### src/rtl/pipeline_hazard_control_if.sv
// Shared writeback-type encoding and the pipeline-side bundle seen by the hazard interlock.
// master = pipeline/datapath side, slave = hazard controller.
package pipeline_hazard_control_pkg;
  typedef enum logic [1:0] {
    WB_ALU = 2'd0,
    WB_MEM = 2'd1,
    WB_PC  = 2'd2,
    WB_CSR = 2'd3
  } writebackType_;
endpackage

interface pipeline_hazard_control_if;
  import pipeline_hazard_control_pkg::*;

  logic          decodeExecuteValid;
  logic [4:0]    decodeExecuteRegister1;
  logic [4:0]    decodeExecuteRegister2;
  logic          decodeExecuteUsesRegister1;
  logic          decodeExecuteUsesRegister2;
  logic          executeMemoryValid;
  writebackType_ executeMemoryWritebackType;
  logic [4:0]    executeMemoryDestinationRegister;
  logic          executeMemoryMemRequest;
  logic          memoryReady;
  logic          redirect;
  logic          stallFetch;
  logic          stallDecode;
  logic          stallExecute;
  logic          bubbleExecuteMemory;
  logic          flushFetchDecode;
  logic          flushDecodeExecute;

  modport master (
    output decodeExecuteValid, decodeExecuteRegister1, decodeExecuteRegister2,
           decodeExecuteUsesRegister1, decodeExecuteUsesRegister2,
           executeMemoryValid, executeMemoryWritebackType,
           executeMemoryDestinationRegister, executeMemoryMemRequest,
           memoryReady, redirect,
    input  stallFetch, stallDecode, stallExecute, bubbleExecuteMemory,
           flushFetchDecode, flushDecodeExecute
  );

  modport slave (
    input  decodeExecuteValid, decodeExecuteRegister1, decodeExecuteRegister2,
           decodeExecuteUsesRegister1, decodeExecuteUsesRegister2,
           executeMemoryValid, executeMemoryWritebackType,
           executeMemoryDestinationRegister, executeMemoryMemRequest,
           memoryReady, redirect,
    output stallFetch, stallDecode, stallExecute, bubbleExecuteMemory,
           flushFetchDecode, flushDecodeExecute
  );
endinterface

### src/rtl/pipeline_hazard_control.sv
// Pipeline interlock: load-use bubbles, data-memory wait freezes and post-redirect
// fetch flush windows, plus a saturating stall-cycle counter.
module pipeline_hazard_control
  import pipeline_hazard_control_pkg::*;
#(
  parameter int FLUSH_CYCLES = 2,
  parameter int COUNT_WIDTH  = 32
) (
  input  logic                   clock,
  input  logic                   reset,
  pipeline_hazard_control_if.slave hz,
  output logic [1:0]             hazardState,
  output logic [COUNT_WIDTH-1:0] stallCycleCount
);

  typedef enum logic [1:0] {
    RUN      = 2'd0,
    MEM_WAIT = 2'd1,
    REDIRECT = 2'd2
  } state_t;

  localparam logic [2:0] FLUSH_RELOAD = 3'(FLUSH_CYCLES - 1);

  state_t                 state_q, state_d;
  logic [2:0]             flush_cnt_q, flush_cnt_d;
  logic [COUNT_WIDTH-1:0] stall_count_q, stall_count_d;

  logic load_use_s;
  logic mem_wait_s;
  logic rs1_hit_s;
  logic rs2_hit_s;
  logic stall_fetch_s, stall_decode_s, stall_execute_s;
  logic bubble_s, flush_fd_s, flush_de_s;

  // Hazard detection terms.
  always_comb begin
    rs1_hit_s  = hz.decodeExecuteUsesRegister1 &
                 (hz.decodeExecuteRegister1 == hz.executeMemoryDestinationRegister);
    rs2_hit_s  = hz.decodeExecuteUsesRegister2 &
                 (hz.decodeExecuteRegister2 == hz.executeMemoryDestinationRegister);
    load_use_s = hz.decodeExecuteValid & hz.executeMemoryValid &
                 (hz.executeMemoryWritebackType == WB_MEM) &
                 (hz.executeMemoryDestinationRegister != 5'd0) &
                 (rs1_hit_s | rs2_hit_s);
    mem_wait_s = hz.executeMemoryValid & hz.executeMemoryMemRequest & ~hz.memoryReady;
  end

  // Next-state and control outputs.
  always_comb begin
    state_d         = state_q;
    flush_cnt_d     = flush_cnt_q;
    stall_fetch_s   = 1'b0;
    stall_decode_s  = 1'b0;
    stall_execute_s = 1'b0;
    bubble_s        = 1'b0;
    flush_fd_s      = 1'b0;
    flush_de_s      = 1'b0;
    if (!reset) begin
      state_d     = RUN;
      flush_cnt_d = 3'd0;
    end else begin
      case (state_q)
        RUN: begin
          if (hz.redirect) begin
            flush_fd_s = 1'b1;
            flush_de_s = 1'b1;
            if (FLUSH_CYCLES > 1) begin
              state_d     = REDIRECT;
              flush_cnt_d = FLUSH_RELOAD;
            end else begin
              state_d     = RUN;
            end
          end else if (mem_wait_s) begin
            stall_fetch_s   = 1'b1;
            stall_decode_s  = 1'b1;
            stall_execute_s = 1'b1;
            state_d         = MEM_WAIT;
          end else if (load_use_s) begin
            stall_fetch_s  = 1'b1;
            stall_decode_s = 1'b1;
            bubble_s       = 1'b1;
          end else begin
            state_d = RUN;
          end
        end
        MEM_WAIT: begin
          // Execute is frozen here, so a pending redirect is simply held off until RUN.
          stall_fetch_s   = 1'b1;
          stall_decode_s  = 1'b1;
          stall_execute_s = 1'b1;
          if (hz.memoryReady) begin
            state_d = RUN;
          end else begin
            state_d = MEM_WAIT;
          end
        end
        REDIRECT: begin
          flush_fd_s = 1'b1;
          if (mem_wait_s) begin
            stall_execute_s = 1'b1;
            stall_fetch_s   = 1'b1;
          end else if (hz.redirect) begin
            flush_de_s  = 1'b1;
            flush_cnt_d = FLUSH_RELOAD;
          end else if (flush_cnt_q <= 3'd1) begin
            flush_cnt_d = 3'd0;
            state_d     = RUN;
          end else begin
            flush_cnt_d = flush_cnt_q - 3'd1;
          end
        end
        default: begin
          state_d     = RUN;
          flush_cnt_d = 3'd0;
        end
      endcase
    end
  end

  // Saturating stall-cycle counter.
  always_comb begin
    if (stall_fetch_s && !(&stall_count_q)) begin
      stall_count_d = stall_count_q + COUNT_WIDTH'(1);
    end else begin
      stall_count_d = stall_count_q;
    end
  end

  // State, flush window and performance counter registers.
  always_ff @(posedge clock) begin
    if (!reset) begin
      state_q       <= RUN;
      flush_cnt_q   <= 3'd0;
      stall_count_q <= '0;
    end else begin
      state_q       <= state_d;
      flush_cnt_q   <= flush_cnt_d;
      stall_count_q <= stall_count_d;
    end
  end

  assign hz.stallFetch          = stall_fetch_s;
  assign hz.stallDecode         = stall_decode_s;
  assign hz.stallExecute        = stall_execute_s;
  assign hz.bubbleExecuteMemory = bubble_s;
  assign hz.flushFetchDecode    = flush_fd_s;
  assign hz.flushDecodeExecute  = flush_de_s;
  assign hazardState            = state_q;
  assign stallCycleCount        = stall_count_q;

endmodule

### src/flat_wrapper.sv
// flat-port wrapper written by rule: the top's interface ports become plain ports
module pipeline_hazard_control_flat import pipeline_hazard_control_pkg::*;
#(
  parameter int FLUSH_CYCLES = 2,
  parameter int COUNT_WIDTH  = 32
)
  (clock, reset, hazardState, stallCycleCount, hz_decodeExecuteValid, hz_decodeExecuteRegister1, hz_decodeExecuteRegister2, hz_decodeExecuteUsesRegister1, hz_decodeExecuteUsesRegister2, hz_executeMemoryValid, hz_executeMemoryWritebackType, hz_executeMemoryDestinationRegister, hz_executeMemoryMemRequest, hz_memoryReady, hz_redirect, hz_stallFetch, hz_stallDecode, hz_stallExecute, hz_bubbleExecuteMemory, hz_flushFetchDecode, hz_flushDecodeExecute);
  pipeline_hazard_control_if hz_i ();
  input  logic clock;
  input  logic reset;
  output logic [1:0] hazardState;
  output logic [COUNT_WIDTH-1:0] stallCycleCount;
  input wire logic [$bits(hz_i.decodeExecuteValid)-1:0] hz_decodeExecuteValid;
  input wire logic [$bits(hz_i.decodeExecuteRegister1)-1:0] hz_decodeExecuteRegister1;
  input wire logic [$bits(hz_i.decodeExecuteRegister2)-1:0] hz_decodeExecuteRegister2;
  input wire logic [$bits(hz_i.decodeExecuteUsesRegister1)-1:0] hz_decodeExecuteUsesRegister1;
  input wire logic [$bits(hz_i.decodeExecuteUsesRegister2)-1:0] hz_decodeExecuteUsesRegister2;
  input wire logic [$bits(hz_i.executeMemoryValid)-1:0] hz_executeMemoryValid;
  input wire logic [$bits(hz_i.executeMemoryWritebackType)-1:0] hz_executeMemoryWritebackType;
  input wire logic [$bits(hz_i.executeMemoryDestinationRegister)-1:0] hz_executeMemoryDestinationRegister;
  input wire logic [$bits(hz_i.executeMemoryMemRequest)-1:0] hz_executeMemoryMemRequest;
  input wire logic [$bits(hz_i.memoryReady)-1:0] hz_memoryReady;
  input wire logic [$bits(hz_i.redirect)-1:0] hz_redirect;
  output wire logic [$bits(hz_i.stallFetch)-1:0] hz_stallFetch;
  output wire logic [$bits(hz_i.stallDecode)-1:0] hz_stallDecode;
  output wire logic [$bits(hz_i.stallExecute)-1:0] hz_stallExecute;
  output wire logic [$bits(hz_i.bubbleExecuteMemory)-1:0] hz_bubbleExecuteMemory;
  output wire logic [$bits(hz_i.flushFetchDecode)-1:0] hz_flushFetchDecode;
  output wire logic [$bits(hz_i.flushDecodeExecute)-1:0] hz_flushDecodeExecute;
  assign hz_i.decodeExecuteValid = hz_decodeExecuteValid;
  assign hz_i.decodeExecuteRegister1 = hz_decodeExecuteRegister1;
  assign hz_i.decodeExecuteRegister2 = hz_decodeExecuteRegister2;
  assign hz_i.decodeExecuteUsesRegister1 = hz_decodeExecuteUsesRegister1;
  assign hz_i.decodeExecuteUsesRegister2 = hz_decodeExecuteUsesRegister2;
  assign hz_i.executeMemoryValid = hz_executeMemoryValid;
  assign hz_i.executeMemoryWritebackType = hz_executeMemoryWritebackType;
  assign hz_i.executeMemoryDestinationRegister = hz_executeMemoryDestinationRegister;
  assign hz_i.executeMemoryMemRequest = hz_executeMemoryMemRequest;
  assign hz_i.memoryReady = hz_memoryReady;
  assign hz_i.redirect = hz_redirect;
  assign hz_stallFetch = hz_i.stallFetch;
  assign hz_stallDecode = hz_i.stallDecode;
  assign hz_stallExecute = hz_i.stallExecute;
  assign hz_bubbleExecuteMemory = hz_i.bubbleExecuteMemory;
  assign hz_flushFetchDecode = hz_i.flushFetchDecode;
  assign hz_flushDecodeExecute = hz_i.flushDecodeExecute;
  pipeline_hazard_control #(.FLUSH_CYCLES(FLUSH_CYCLES), .COUNT_WIDTH(COUNT_WIDTH)) u_core (.clock(clock), .reset(reset), .hz(hz_i), .hazardState(hazardState), .stallCycleCount(stallCycleCount));
endmodule
### config.mk
export PLATFORM = sky130hd
export DESIGN_NAME = pipeline_hazard_control_flat
export DESIGN_NICKNAME = d
export VERILOG_FILES = /design/src/rtl/pipeline_hazard_control_if.sv /design/src/rtl/pipeline_hazard_control.sv /design/src/flat_wrapper.sv
export SDC_FILE = /design/constraint.sdc
export NUM_CORES = 1
export LEC_CHECK = 0
export ABC_CLOCK_PERIOD_IN_PS = 6100
export CAP_MARGIN = 30
export CORE_ASPECT_RATIO = 1.75
export CORE_MARGIN = 5
export CORE_UTILIZATION = 50
export CTS_CLUSTER_DIAMETER = 30
export CTS_CLUSTER_SIZE = 12
export DETAILED_ROUTE_END_ITERATION = 8
export GPL_ROUTABILITY_DRIVEN = 0
export PLACE_DENSITY = 0.81
export REMOVE_ABC_BUFFERS = 1
export SKIP_LAST_GASP = 1
export SYNTH_ARGS = -nofsm -noshare
export SYNTH_HDL_FRONTEND = slang
export SYNTH_SLANG_ARGS = --single-unit
### constraint.sdc
create_clock -name clock -period 6.1 [get_ports clock]
set_input_delay 1.22 -clock clock [delete_from_list [all_inputs] [get_ports clock]]
set_output_delay 1.22 -clock clock [all_outputs]
set_load 0.05 [all_outputs]
==> flow_summary.toml <==
[run_status]
outcome = "completed"

[setup_path]
crit_arrival_ns = 3.63
endpoint_kind = "primary output"
crit_path_start = "hz_executeMemoryDestinationRegister[4]"
cp_common_cell = "clkdlybuf4s50_1"
startpoint_type = "primary input"
slowest_delay_ns = 0.82
timing.rr.end = "u_core.stallCycleCount[7]"
r2r-start = "u_core.stallCycleCount[0]"
worstPathCellList = "clkdlybuf4s50_1, xor2_1, nor4_2, a32oi_1, or2_2, a21oi_1, clkdlybuf4s50_1"
r2r_slack_ns = 3.21
endpoint = "hz_stallFetch"
reg2reg_depth = 7
worst-setup-path-type = "in2out"
slowest_stage = "clkdlybuf4s50_1"
required_ns = 4.88
crit_path_max_fanout = 3

[detailed_routing]
wire_per_inst_um = 14.6
totalWireLength_mm = 5.46
routed_via_density = 5.82
drc = 0
drtAntennaViolNets = 0
vias = 2177
drt_pre_antenna_iters = 4
first_iter_violations = 34

[sta]
hold-worst-slack_ns = 0.465
rsz0062_at_grt = "false"
setup_violations = 0
finalHoldViolCount = 0
fin_tns_setup_ns = 0
max_freq_mhz = 206
slew_viol_final = 0
fin_crit_sh_pct = 79.5
max-slew-margin-rel_pct = 32.1
fin_worst_skew_ns = 0.00467
min_period_ns = 4.85
worst_pin_slew_ns = 1.02

[clock_network]
tritoncts = "done"
cts_made_buffers = 5
cts_setup_buffers = 0
clockRootBuffer = "clkbuf_8"
cts.clk_slew.worst_paths_ns = 0.07
worstSkewPairLatency_ns = 0.29
hold_buffers = 0
htree_levels = 2
cts_resized = 0
clock_path_buffers = 2
numClockSinks = 37

[synth]
synth_seq_cells = 37
avgSynthCellArea_um2 = 8.12
synth_edf_count = 0
syn_inst = 264
async_flop_share_pct = 0
ys.warnings.count = 0
synthFlopType = "dfxtp_1"
ys_seq_area_share_pct = 34.6
yosysUniqueCellTypes = 44
syn_area_um2 = 2140

[finish]
final_cell_mix = "65 x clkdlybuf4s50_1, 37 x dfxtp_1, 31 x nand2_1"
diodes = 0
multi_input_area_um2 = 1310
finalNetCount = 353
post-route-util_pct = 70.3
final_common_cell = "clkdlybuf4s50_1"
regArea_um2 = 741
drive_gt1_share_pct = 4.00
syn_to_final_growth_pct = 36.1
final.fill_count = 328

[global_routing]
grt_pass1_vias = 2186
grt_max_degree = 30
grt.total_usage_pct = 19.9
grt-ovfl-total = 0
antenna_found_initial = 0
grt_pass1_wl_mm = 9.30

[pwr]
sequentialPowerShare_pct = 46.8
switching_share_pct = 22.6
p_leak_nw = 0.939
power-per-cell-area_nw_per_um2 = 180
comb_power_share_pct = 11.2
ir_worst_vdd_mv = 0.172
p_int_w = 0.000406
p_clk_share_pct = 42.0
p_total_w = 0.000524
p_sw_w = 0.000119

[die]
die_h_um = 96.6
ios = 66
core_um2 = 4150
dieArea_um2 = 5750
initial_core_util_pct = 51.6
fp-row-count = 31
die_w_um = 59.5

[placement]
numPortBuffers = 65
hpwl_mm = 4.12

[job]
cap_violations = 0

[worst_hold_path]
hold_class = "reg2reg"
min_path_cells = 2
## layout make-up
type | count | area share, %
inverters | 8 | 1.03
clock buffers | 7 | 2.96
multi-input cells | 206 | 44.9
repair buffers | 66 | 22.6
clock inverters | 1 | 1.03
flip-flops and latches | 37 | 25.4
well taps | 49 | 2.10
## power by group through the flow
stage	logic (W)	registers, W	clock network (W)
finish	0.0000587	0.000245	0.000220
global route	0.0000638	0.000246	0.000233
CTS	0.0000593	0.000245	0.000224
detailed placement	0.0000590	0.000251	0
global placement	0.0000583	0.000251	0
floorplan	0.0000253	0.000253	0
## logic make-up (layout without fill, tap and decap cells)
family | after synthesis | count (layout) | synth area share [%]
AND/OR/NAND/NOR | 121 | 121 | 30.6
AO/OA/AOI/OAI | 64 | 64 | 21.1
flip-flops | 37 | 37 | 34.6
buffers and inverters | 21 | 82 | 4.26
XOR/XNOR | 11 | 11 | 4.50
multiplexers | 7 | 7 | 3.27
adder cells (fa/ha/maj) | 3 | 3 | 1.75
## worst min-delay path by stage
stage / slack [ns] / from / endpoint
3_3_place_gp: 0.46 / u_core.flush_cnt_q[1] / u_core.flush_cnt_q[1]
3_5_place_dp: 0.46 / u_core.flush_cnt_q[1] / u_core.flush_cnt_q[1]
5_1_grt: 0.51 / u_core.flush_cnt_q[1] / u_core.flush_cnt_q[1]
2_1_floorplan: 0.44 / u_core.flush_cnt_q[1] / u_core.flush_cnt_q[1]
4_1_cts: 0.47 / u_core.flush_cnt_q[1] / u_core.flush_cnt_q[1]
6_report: 0.47 / u_core.flush_cnt_q[1] / u_core.flush_cnt_q[1]
## layer usage
layer / part of all wire [%] / vias to the layer above / wire (µm) / track usage [%]
met1: 38 / 1010 / 2100 / 20.2
met4: 2.0 / 0 / 110 / 8.02
met5: 0 / - / 0 / 0
met3: 5.8 / 8 / 317 / 5.33
met2: 54 / 66 / 2930 / 36.4
li1: - / 1093 / - / -
## registers in the layout, summed over array words and instances (netlist names)
signal	cells
u_core.hazardState	2
u_core.flush_cnt_q	3
u_core.stallCycleCount	32
## stage by stage
step / instances / cell area (µm²) / setup slack (ns)
floorplan: 251 / 2080 / 1.99
global placement: 366 / 2800 / 1.28
detailed placement: 366 / 2800 / 1.26
CTS: 374 / 2920 / 1.24
global route: 374 / 2920 / 1.10
finish: 374 / 2920 / 1.25
## synthesized netlist by cell type (4+ instances only)
cell type	number	area share, %
or4_1	7	2.5
o31a_1	4	1.6
dfxtp_1	37	35
o21ai_0	13	3.0
nor2_1	16	2.8
inv_1	8	1.4
o31ai_1	9	3.2
o21a_1	4	1.4
buf_2	4	0.93
or3_1	11	3.2
xor2_1	8	3.3
nand3_1	10	2.3
nand4_1	7	2.0
a21oi_1	6	1.4
nand2_1	31	5.4
clkbuf_1	8	1.4
nand2b_1	7	2.0
a21boi_1	5	1.8
a21boi_0	10	3.5
nor4_1	12	3.5
mux2i_1	7	3.3
## critical path: cells and delay by family
kind / cells / cell delay (ns)
and+or+nand+nor: 2 / 0.60
AOI/OAI and AO/OA: 2 / 0.32
xor gates and xnor gates: 1 / 0.20
buffers and inverters: 2 / 1.28
Power figures use the tool's default switching activity.
